File: config.mk
export PLATFORM = sky130hd
export DESIGN_NAME = if_pc_gen
export DESIGN_NICKNAME = d
export VERILOG_FILES = /design/src/rtl/if_pc_gen_pkg.sv /design/src/rtl/if_pc_gen_addr_check.sv /design/src/rtl/if_pc_gen.sv
export SDC_FILE = /design/constraint.sdc
export NUM_CORES = 1
export LEC_CHECK = 0
export CAP_MARGIN = 15
export CORE_MARGIN = 8
export CORE_UTILIZATION = 43
export CTS_CLUSTER_SIZE = 8
export DETAILED_ROUTE_END_ITERATION = 8
export GPL_TIMING_DRIVEN = 0
export PLACE_DENSITY_LB_ADDON = 0.05
export REMOVE_ABC_BUFFERS = 1
export SYNTH_ARGS = -nofsm -noshare
export SYNTH_HDL_FRONTEND = slang
export SYNTH_SLANG_ARGS = --single-unit
File: constraint.sdc
create_clock -name clk -period 2.9 [get_ports clk]
set_input_delay 0.58 -clock clk [delete_from_list [all_inputs] [get_ports clk]]
set_output_delay 0.58 -clock clk [all_outputs]
set_load 0.02 [all_outputs]
File: src/rtl/if_pc_gen_pkg.sv
// Shared fetch-stage definitions: FSM states, fault cause encoding and the
// default fetch window / increment used as parameter defaults by if_pc_gen.
package if_pc_gen_pkg;

  typedef enum logic [1:0] {
    IDLE  = 2'd0,
    RUN   = 2'd1,
    FAULT = 2'd2
  } if_state_t;

  typedef enum logic [1:0] {
    IF_FAULT_NONE     = 2'd0,
    IF_FAULT_RANGE    = 2'd1,
    IF_FAULT_MISALIGN = 2'd2
  } if_fault_t;

  localparam int unsigned  IF_INC       = 4;
  localparam logic [31:0]  IF_BASE_ADDR = 32'h1000_0000;
  localparam logic [31:0]  IF_MAX_ADDR  = 32'h1000_3FFF;

endpackage

File: src/rtl/if_pc_gen_addr_check.sv
// if_addr_check: combinational fetch-window and alignment check.
//   addr  : candidate fetch address
//   ok    : 1 when a fetch of IF_INC bytes at addr is legal
//   cause : IF_FAULT_RANGE / IF_FAULT_MISALIGN / IF_FAULT_NONE
// RANGE wins over MISALIGN when both apply.
module if_addr_check
  import if_pc_gen_pkg::*;
#(
  parameter int unsigned       XLEN         = 32,
  parameter int unsigned       IF_INC       = if_pc_gen_pkg::IF_INC,
  parameter logic [XLEN-1:0]   IF_BASE_ADDR = if_pc_gen_pkg::IF_BASE_ADDR,
  parameter logic [XLEN-1:0]   IF_MAX_ADDR  = if_pc_gen_pkg::IF_MAX_ADDR
) (
  input  logic [XLEN-1:0] addr,
  output logic            ok,
  output if_fault_t       cause
);

  localparam logic [XLEN:0]   LAST_OFS   = (XLEN+1)'(IF_INC - 1);
  localparam logic [XLEN-1:0] ALIGN_MASK = XLEN'(IF_INC - 1);

  logic [XLEN:0] last_byte;
  logic          range_bad;
  logic          align_bad;

  always_comb begin
    // Extra carry bit catches an address whose last byte wraps past 2^XLEN.
    last_byte = {1'b0, addr} + LAST_OFS;
    range_bad = (addr < IF_BASE_ADDR) || last_byte[XLEN] ||
                (last_byte[XLEN-1:0] > IF_MAX_ADDR);
    align_bad = (addr & ALIGN_MASK) != '0;
    ok        = !range_bad && !align_bad;
    if (range_bad)      cause = IF_FAULT_RANGE;
    else if (align_bad) cause = IF_FAULT_MISALIGN;
    else                cause = IF_FAULT_NONE;
  end

endmodule

File: src/rtl/if_pc_gen.sv
// if_pc_gen: instruction-fetch PC generator with valid/ready request port.
//   clk, rst                  : clock, async active-high reset
//   enable                    : fetch enable from core control
//   pc_valid/pc/pc_ready      : fetch request handshake towards imem
//   redirect_valid/_addr      : branch/jump target (ignored in FAULT)
//   trap_valid/_addr          : trap vector (highest priority, exits FAULT)
//   restart                   : leave FAULT back to IDLE at IF_BASE_ADDR
//   fault/fault_cause/_addr   : fault status and offending candidate
//   fetch_count               : saturating count of accepted transfers
module if_pc_gen
  import if_pc_gen_pkg::*;
#(
  parameter int unsigned       XLEN         = 32,
  parameter int unsigned       IF_INC       = if_pc_gen_pkg::IF_INC,
  parameter logic [XLEN-1:0]   IF_BASE_ADDR = if_pc_gen_pkg::IF_BASE_ADDR,
  parameter logic [XLEN-1:0]   IF_MAX_ADDR  = if_pc_gen_pkg::IF_MAX_ADDR,
  parameter int unsigned       CNT_W        = 32
) (
  input  logic             clk,
  input  logic             rst,
  input  logic             enable,
  input  logic             pc_ready,
  output logic             pc_valid,
  output logic [XLEN-1:0]  pc,
  input  logic             redirect_valid,
  input  logic [XLEN-1:0]  redirect_addr,
  input  logic             trap_valid,
  input  logic [XLEN-1:0]  trap_addr,
  input  logic             restart,
  output logic             fault,
  output logic [1:0]       fault_cause,
  output logic [XLEN-1:0]  fault_addr,
  output logic [CNT_W-1:0] fetch_count
);

  if_state_t        state_q, state_d;
  logic [XLEN-1:0]  pc_q, pc_d;
  if_fault_t        cause_q, cause_d;
  logic [XLEN-1:0]  faddr_q, faddr_d;
  logic [CNT_W-1:0] cnt_q, cnt_d;

  logic             xfer;
  logic [XLEN:0]    seq_sum;
  logic [XLEN-1:0]  cand;
  logic             cand_vld;
  logic             cand_ok;
  if_fault_t        cand_cause;
  logic             chk_ok;
  if_fault_t        chk_cause;

  if_addr_check #(
    .XLEN         (XLEN),
    .IF_INC       (IF_INC),
    .IF_BASE_ADDR (IF_BASE_ADDR),
    .IF_MAX_ADDR  (IF_MAX_ADDR)
  ) u_addr_check (
    .addr  (cand),
    .ok    (chk_ok),
    .cause (chk_cause)
  );

  assign pc_valid    = (state_q == RUN);
  assign pc          = pc_q;
  assign fault       = (state_q == FAULT);
  assign fault_cause = cause_q;
  assign fault_addr  = faddr_q;
  assign fetch_count = cnt_q;

  // Candidate mux: trap > redirect > sequential. Only the trap leg is
  // honoured in FAULT; redirect is masked there by cand_vld.
  always_comb begin
    xfer    = (state_q == RUN) && pc_ready;
    seq_sum = {1'b0, pc_q} + (XLEN+1)'(IF_INC);
    if (trap_valid)          cand = trap_addr;
    else if (redirect_valid) cand = redirect_addr;
    else                     cand = seq_sum[XLEN-1:0];

    unique case (state_q)
      IDLE:    cand_vld = trap_valid || redirect_valid;
      RUN:     cand_vld = trap_valid || redirect_valid || xfer;
      FAULT:   cand_vld = trap_valid && !restart;
      default: cand_vld = 1'b0;
    endcase

    // A sequential step that carries out of XLEN would wrap; treat as RANGE.
    if (!trap_valid && !redirect_valid && seq_sum[XLEN]) begin
      cand_ok    = 1'b0;
      cand_cause = IF_FAULT_RANGE;
    end else begin
      cand_ok    = chk_ok;
      cand_cause = chk_cause;
    end
  end

  always_comb begin
    state_d = state_q;
    pc_d    = pc_q;
    cause_d = cause_q;
    faddr_d = faddr_q;
    cnt_d   = cnt_q;

    if (xfer && (cnt_q != '1)) cnt_d = cnt_q + 1'b1;

    unique case (state_q)
      IDLE: begin
        if (cand_vld && !cand_ok) begin
          state_d = FAULT;
          cause_d = cand_cause;
          faddr_d = cand;
        end else begin
          if (cand_vld) pc_d = cand;
          if (enable)   state_d = RUN;
        end
      end
      RUN: begin
        if (cand_vld && !cand_ok) begin
          state_d = FAULT;
          cause_d = cand_cause;
          faddr_d = cand;
        end else begin
          if (cand_vld) pc_d = cand;
          // Drop to IDLE only once the current offer is taken.
          if (!enable && xfer) state_d = IDLE;
        end
      end
      FAULT: begin
        if (restart) begin
          state_d = IDLE;
          pc_d    = IF_BASE_ADDR;
          cause_d = IF_FAULT_NONE;
        end else if (cand_vld) begin
          if (cand_ok) begin
            state_d = RUN;
            pc_d    = cand;
            cause_d = IF_FAULT_NONE;
          end else begin
            cause_d = cand_cause;
            faddr_d = cand;
          end
        end
      end
      default: state_d = IDLE;
    endcase
  end

  always_ff @(posedge clk or posedge rst) begin
    if (rst) begin
      state_q <= IDLE;
      pc_q    <= IF_BASE_ADDR;
      cause_q <= IF_FAULT_NONE;
      faddr_q <= '0;
      cnt_q   <= '0;
    end else begin
      state_q <= state_d;
      pc_q    <= pc_d;
      cause_q <= cause_d;
      faddr_q <= faddr_d;
      cnt_q   <= cnt_d;
    end
  end

endmodule

== Word level (Yosys, flattened, before mapping) ==
Cells that the tools add are included.

* Bitwise gates (word level): 0
* $lt $le $gt $ge: 2
* Shifts and indexed selects: 0
* Divide/modulo/power cells: 0
* Reductions and logical operators: 27
* Multiply operators: 0
* Eq/ne operators: 13
* Mux-type cells: 31
* Add/subtract/negate cells: 3

{| class="wikitable"
|+ Operators by type and width
! kind !! count
|-
| $mux 32 || 11
|-
| $pmux 32 s2 || 2
|-
| $add 32x2->33 const B || 1
|-
| $add 32x3->33 const B || 1
|-
| $add 32x1->32 const B || 1
|-
| $gt 32x29->1 const B || 1
|-
| $lt 32x29->1 const B || 1
|-
| $ne 32x32->1 const B || 1
|-
| $reduce_bool 32->1 || 1
|-
| $mux 2 || 14
|-
| $reduce_and 5->1 || 2
|-
| $logic_and 1x1->1 || 8
|-
| $logic_not 1->1 || 7
|-
| $ne 2x1->1 const B || 3
|-
| $ne 2x2->1 const B || 3
|-
| $ne 3x2->1 const B || 2
|-
| $pmux 2 s3 || 1
|-
| $logic_or 1x1->1 || 4
|-
| $pmux 2 s2 || 1
|-
| $reduce_and 4->1 || 1
|-
| $ne 3x1->1 const B || 1
|-
| $ne 3x3->1 const B || 1
|-
| $pmux 1 s3 || 1
|-
| $reduce_and 3->1 || 1
|-
| 6 further kinds || 6
|}

* Memories kept: 0
* Bits in writable memories: 0
* Bits in latches: 0
* Register bits after elaboration: 100
* Bits in read-only memories: 0
* Output and inout bits: 100

== Depth between registers and ports, before layout ==
* Depth after elaboration: 13
* Gate-level depth with buffers: 15
* Depth with buffers taken out: 11

== Hierarchy ==
A second synthesis with hierarchy kept.

* Cell total of the unflattened synthesis: 573
* Area, all modules: 5654.2 um^2

{| class="wikitable"
|+ Modules (own cells, without submodules)
! module !! cells each !! area each (um^2) !! instances
|-
| if_pc_gen || 538 || 5401.4 || 1
|-
| if_addr_check || 35 || 252.7 || 1
|}

== Least setup slack after synthesis ==
No wires, ideal clock.

* Path type: register -> register
* Start point: register pc_q[4], in the netlist pc[4]
* End point: register faddr_q[17], in the netlist fault_addr[17]
* Data required time: 2775 ps
* Stages on the path, launching flop included: 14
* Setup time: 125 ps
* Setup slack: -540 ps
* Clock period less this slack: 3440 ps
* Data arrival time: 3315 ps
* Path through: dfrtp_1 > buf_4 > nand3_2 > or4_1 > clkbuf_2 > nor4_1 > xor2_1 > a221oi_1 > nand2b_1 > or4_1 > a21oi_2 > nor2_1 > buf_6 > mux2_4

* Cells in the longest elaborated chain, start to end: 13
* Elaborated cells on any way between the ends: 22

{| class="wikitable"
|+ Ends and longest elaborated chain
! what !! RTL line !! text
|-
| from (decl) || if_pc_gen.sv:37 || <nowiki>logic [XLEN-1:0] pc_q, pc_d;</nowiki>
|-
| from (signal assigned) || if_pc_gen.sv:155 || <nowiki>pc_q <= pc_d;</nowiki>
|-
| $add 32x3->33 * || if_pc_gen.sv:73 || <nowiki>seq_sum = {1'b0, pc_q} + (XLEN+1)'(IF_INC);</nowiki>
|-
| $mux 32 || if_pc_gen.sv:75 || <nowiki>else if (redirect_valid) cand = redirect_addr;</nowiki>
|-
| $mux 32 || if_pc_gen.sv:74 || <nowiki>if (trap_valid) cand = trap_addr;</nowiki>
|-
| $add 32x2->33 or $lt 32x29->1 (tied branches) || if_pc_gen_addr_check.sv:28, if_pc_gen_addr_check.sv:29 ||
|-
| $gt 32x29->1 or $logic_or 1x1->1 (tied branches) || if_pc_gen_addr_check.sv:30, if_pc_gen_addr_check.sv:29 ||
|-
| $logic_or 1x1->1 || if_pc_gen_addr_check.sv:29 || <nowiki>range_bad = (addr < IF_BASE_ADDR) || last_byte[XLEN] ||</nowiki>
|-
| $logic_not 1->1 || if_pc_gen_addr_check.sv:32 || <nowiki>ok = !range_bad && !align_bad;</nowiki>
|-
| $logic_and 1x1->1 || if_pc_gen_addr_check.sv:32 ||
|-
| $mux 1 || if_pc_gen.sv:86 || <nowiki>if (!trap_valid && !redirect_valid && seq_sum[XLEN]) begin</nowiki>
|-
| $logic_not 1->1 || if_pc_gen.sv:106, if_pc_gen.sv:116 ||
|-
| $logic_and 1x1->1 || if_pc_gen.sv:106, if_pc_gen.sv:116 ||
|-
| $ne 2x1->1 (no source line) || - ||
|-
| $reduce_and 5->1 (no source line) || - ||
|-
| to (signal assigned) || if_pc_gen.sv:157 || <nowiki>faddr_q <= faddr_d;</nowiki>
|-
| to (decl) || if_pc_gen.sv:39 || <nowiki>logic [XLEN-1:0] faddr_q, faddr_d;</nowiki>
|}

Mark *: on every way between the ends. The rest lies on a longest branch, timed or not. The select of a mux whose other input is x is not followed.
A chain may end at the register's enable or synchronous reset.

== Worst setup path after layout ==
* Start point: register pc_q[11], in the netlist pc[11]
* End point: register faddr_q[5], in the netlist fault_addr[5]

* Cells in the longest elaborated chain, start to end: 13
* Elaborated cells on any way between the ends: 17

{| class="wikitable"
|+ Ends and longest elaborated chain
! what !! RTL line
|-
| $add 32x3->33 * || if_pc_gen.sv:73
|-
| $mux 32 || if_pc_gen.sv:75
|-
| $mux 32 || if_pc_gen.sv:74
|-
| $add 32x2->33 or $lt 32x29->1 (tied branches) || if_pc_gen_addr_check.sv:28, if_pc_gen_addr_check.sv:29
|-
| $gt 32x29->1 or $logic_or 1x1->1 (tied branches) || if_pc_gen_addr_check.sv:30, if_pc_gen_addr_check.sv:29
|-
| $logic_or 1x1->1 || if_pc_gen_addr_check.sv:29
|-
| $logic_not 1->1 || if_pc_gen_addr_check.sv:32
|-
| $logic_and 1x1->1 || if_pc_gen_addr_check.sv:32
|-
| $mux 1 * || if_pc_gen.sv:86
|-
| $logic_not 1->1 || if_pc_gen.sv:106, if_pc_gen.sv:116
|-
| $logic_and 1x1->1 || if_pc_gen.sv:106, if_pc_gen.sv:116
|-
| $ne 2x1->1 (no source line) || -
|-
| $reduce_and 5->1 (no source line) * || -
|}

Mark *: on every way between the ends. The rest lies on a longest branch, timed or not.

==> reports/results.ini <==
[outcome]
status=finished with violations
violations=negative setup slack

[worst_setup_path]
start_kind=flip-flop
cp.arrival_ns=3.76
cp_common_cell=or4_4
cpPeakStageDelay_ns=0.65
r2r_slack_ns=-0.63
worstPathRequired_ns=3.13
startpoint=pc[11]
cpMaxStageDelayCell=or4_4
end_kind=flip-flop
cp_max_fo=8
r2r-start=pc[11]
criticalPathCategory=reg -> reg
path_cells=nand4_1, or4_4, buf_6, nor4_4, xor2_1, a221oi_2, nand2b_1, or4_4, a21oi_4, nor2_4, buf_12, mux2_4

[timing]
finClkSkew_ns=0.0112
setup-tns-final_ns=-37.28
setup_slack_ns=-0.629
finalSetupViolations=68
finalHoldViolations=0
rsz0062_at_grt=yes
fmax_ghz=0.283
maxSlewHeadroom_pct=32.4
min_period_ns=3.53
period_share_pct=122
holdWs_ns=0.491
slew_violations=0
worst_slew_pin_slew_ns=1.01

[clock_network]
cts-buffers-inserted=9
cts_tree=yes
hold_buffers=0
cts_buffer_depth=2
htree_num_levels=3
cts_root_buf=clkbuf_16
clock_latency_ns=0.35
clkTransAtPathRegs_ns=0.06
numClockSinks=100

[grt]
globalRoute.totalOverflow=0
grt_use_total_pct=22.3
met2_usage_pct=37.3
grt_max_degree=61
antenna_found_initial=0
grt_pass1_vias=5449
use_met3_pct=6.78
busiest_layer=met2
met1_usage_pct=26.1
grt_pass1_wl_um=29000

[synthesis]
ys_seq_area_share_pct=45.3
yosysWarnings=0
ys.flop_type=dfrtp_1
ys_seq_elements=100
async_reset_ff_share_pct=100
syn_avg_cell_area_sq_um=9.92
synth_enable_flop_cells=0
syn_inst=557
yosysUniqueCellTypes=59
syn_area_sq_um=5530

[pwr]
leakage_nw=3.54
swShare_pct=32.9
intPower_mw=3.45
powerDensity_nw_per_um2=592
power_frac_seq_pct=35.5
clkPwrFrac_pct=25.3
ir_worst_vdd_v=0.000354
combPwrFrac_pct=39.3
net-switching-power_mw=1.69

[cells_and_area]
layout_common_cells=clkdlybuf4s50_1 (168), dfrtp_1 (89), nand2_1 (59), buf_4 (48), xnor2_1 (35)
drive_gt1_share_pct=25.4
fin_area_sq_um=8690
syn_to_final_growth_pct=57.2
nets=858
final_util_pct=69.1
diodes=0
final_common_cell=clkdlybuf4s50_1

[placed_design]
gp_congestion=0.874
port_buffers=170
dpl-instance-area_sq_um=7370
hpwl_um=12800

[die]
dieArea_sq_um=16700
initial_core_util_pct=44.0
die_x_um=129
io_pins=171
die_h_um=129
core_sq_um=12600
num_rows=41

[min_path]
hp-class=reg -> reg
hp-start=fetch_count[17]

[routing]
drc=0
wirelength_um=18900
firstDrtPassIters=5
drtAntennaViolNets=0
post_drt_wl_per_cell_um=19.7
via_count=5341
drtIter0Drc=341
viasPerCell=5.55

[flow_run]
drv_cap=0

[sequential cells by signal (all words and copies together), names as in the netlist]
signal and count:
fault_addr 32, fetch_count 32, pc 32, fault_cause 2
state_q 2
[cell type report]
type                            instances  area, sq um
Sequential cell                       100         2520
Fill cell                             975         3880
Multi-Input combinational cell        422         3180
Tap cell                              172          215
Clock inverter                          4         72.6
Timing Repair Buffer                  243         2420
Clock buffer                           12          246
Inverter                                9         40.0
[path summary, 6_finish.rpt]
check / endpoint / cells after the start
worst max-delay path: fault_addr[5] / 12
worst min-delay path: fetch_count[17] / 1
worst max register to register: fault_addr[5] / 12
worst min register to register: fetch_count[17] / 1
max in group asynchronous: pc[11] / 3
min in group asynchronous: fetch_count[9] / 2
[routing by layer]
| metal | wire [um] | part of all wire [%] | vias to the layer above |
|---|---|---|---|
| li1 | - | - | 2491 |
| met1 | 7620 | 40 | 2623 |
| met2 | 9310 | 49 | 193 |
| met3 | 1500 | 7.9 | 34 |
| met4 | 486 | 2.6 | 0 |
| met5 | 0 | 0 | - |
[worst max-delay path, delay by kind of cell, from the launching register on]
| family | cells | cell delay [ns] |
|---|---|---|
| compound gates | 2 | 0.54 |
| xor+xnor | 1 | 0.11 |
| buf+inv | 2 | 0.36 |
| flops | 1 | 0.41 |
| mux | 1 | 0.29 |
| simple gates | 6 | 1.66 |
[synthesized netlist by cell type, types with 4 or more instances]
cell type	count	area (sq um)
nand4_1	23	144
o21ai_0	27	135
nand2b_1	9	56.3
mux2_2	5	56.3
clkbuf_1	16	60.1
dfrtp_1	99	2480
mux2i_1	10	100
nor3_1	16	80.1
and2_1	20	125
o21a_1	4	30.0
and4_1	11	96.3
nor2_1	20	75.1
a22oi_1	10	75.1
xor2_1	12	105
o31ai_1	13	97.6
nor4_1	8	50.1
nand2_1	62	233
o21ai_1	16	80.1
inv_1	9	33.8
and3_1	6	37.5
nand3_1	22	110
nor2b_1	9	56.3
mux2_4	21	315
xnor2_1	35	307
a21oi_1	14	70.1
o22ai_1	5	31.3
[power groups by stage]
stage / Sequential [mW] / Clock [mW] / Combinational, mW
2_1_floorplan: 2.10 / 0 / 0.675
3_3_place_gp: 1.83 / 0 / 1.78
3_5_place_dp: 1.84 / 0 / 1.79
4_1_cts: 1.82 / 1.33 / 1.98
5_1_grt: 1.85 / 1.37 / 2.13
6_report: 1.82 / 1.30 / 2.02
[stage by stage]
stage	setup slack, ns	cells	power (mW)
4_1_cts	-0.505	949	5.14
6_report	-0.629	962	5.14
2_1_floorplan	-1.67	529	2.78
3_5_place_dp	-2.75	876	3.63
3_3_place_gp	-4.27	871	3.60
5_1_grt	-0.764	962	5.36
[cell families (layout without fill, tap and decap cells)]
logic type               count (synthesis)  after routing  synth area share, %
adder cells (fa/ha/maj)                  2              2                0.453
XOR/XNOR                                47             47                 7.45
multiplexers                            36             36                 8.54
flip-flops                             100            100                 45.3
buffers and inverters                   37            268                 3.21
AND/OR/NAND/NOR                        220            221                 21.5
AO/OA/AOI/OAI                          115            116                 13.5
[what timing repair did]
item | 4_1_cts | 5_1_grt
buffers inserted | 54 | 14
endpoints found under the setup margin | 74 | 77
pin swaps | 29 | 9
gates cloned | 3 | 0
gates resized for setup | 67 | 43
Note: power is estimated with default switching activity, not from simulation.
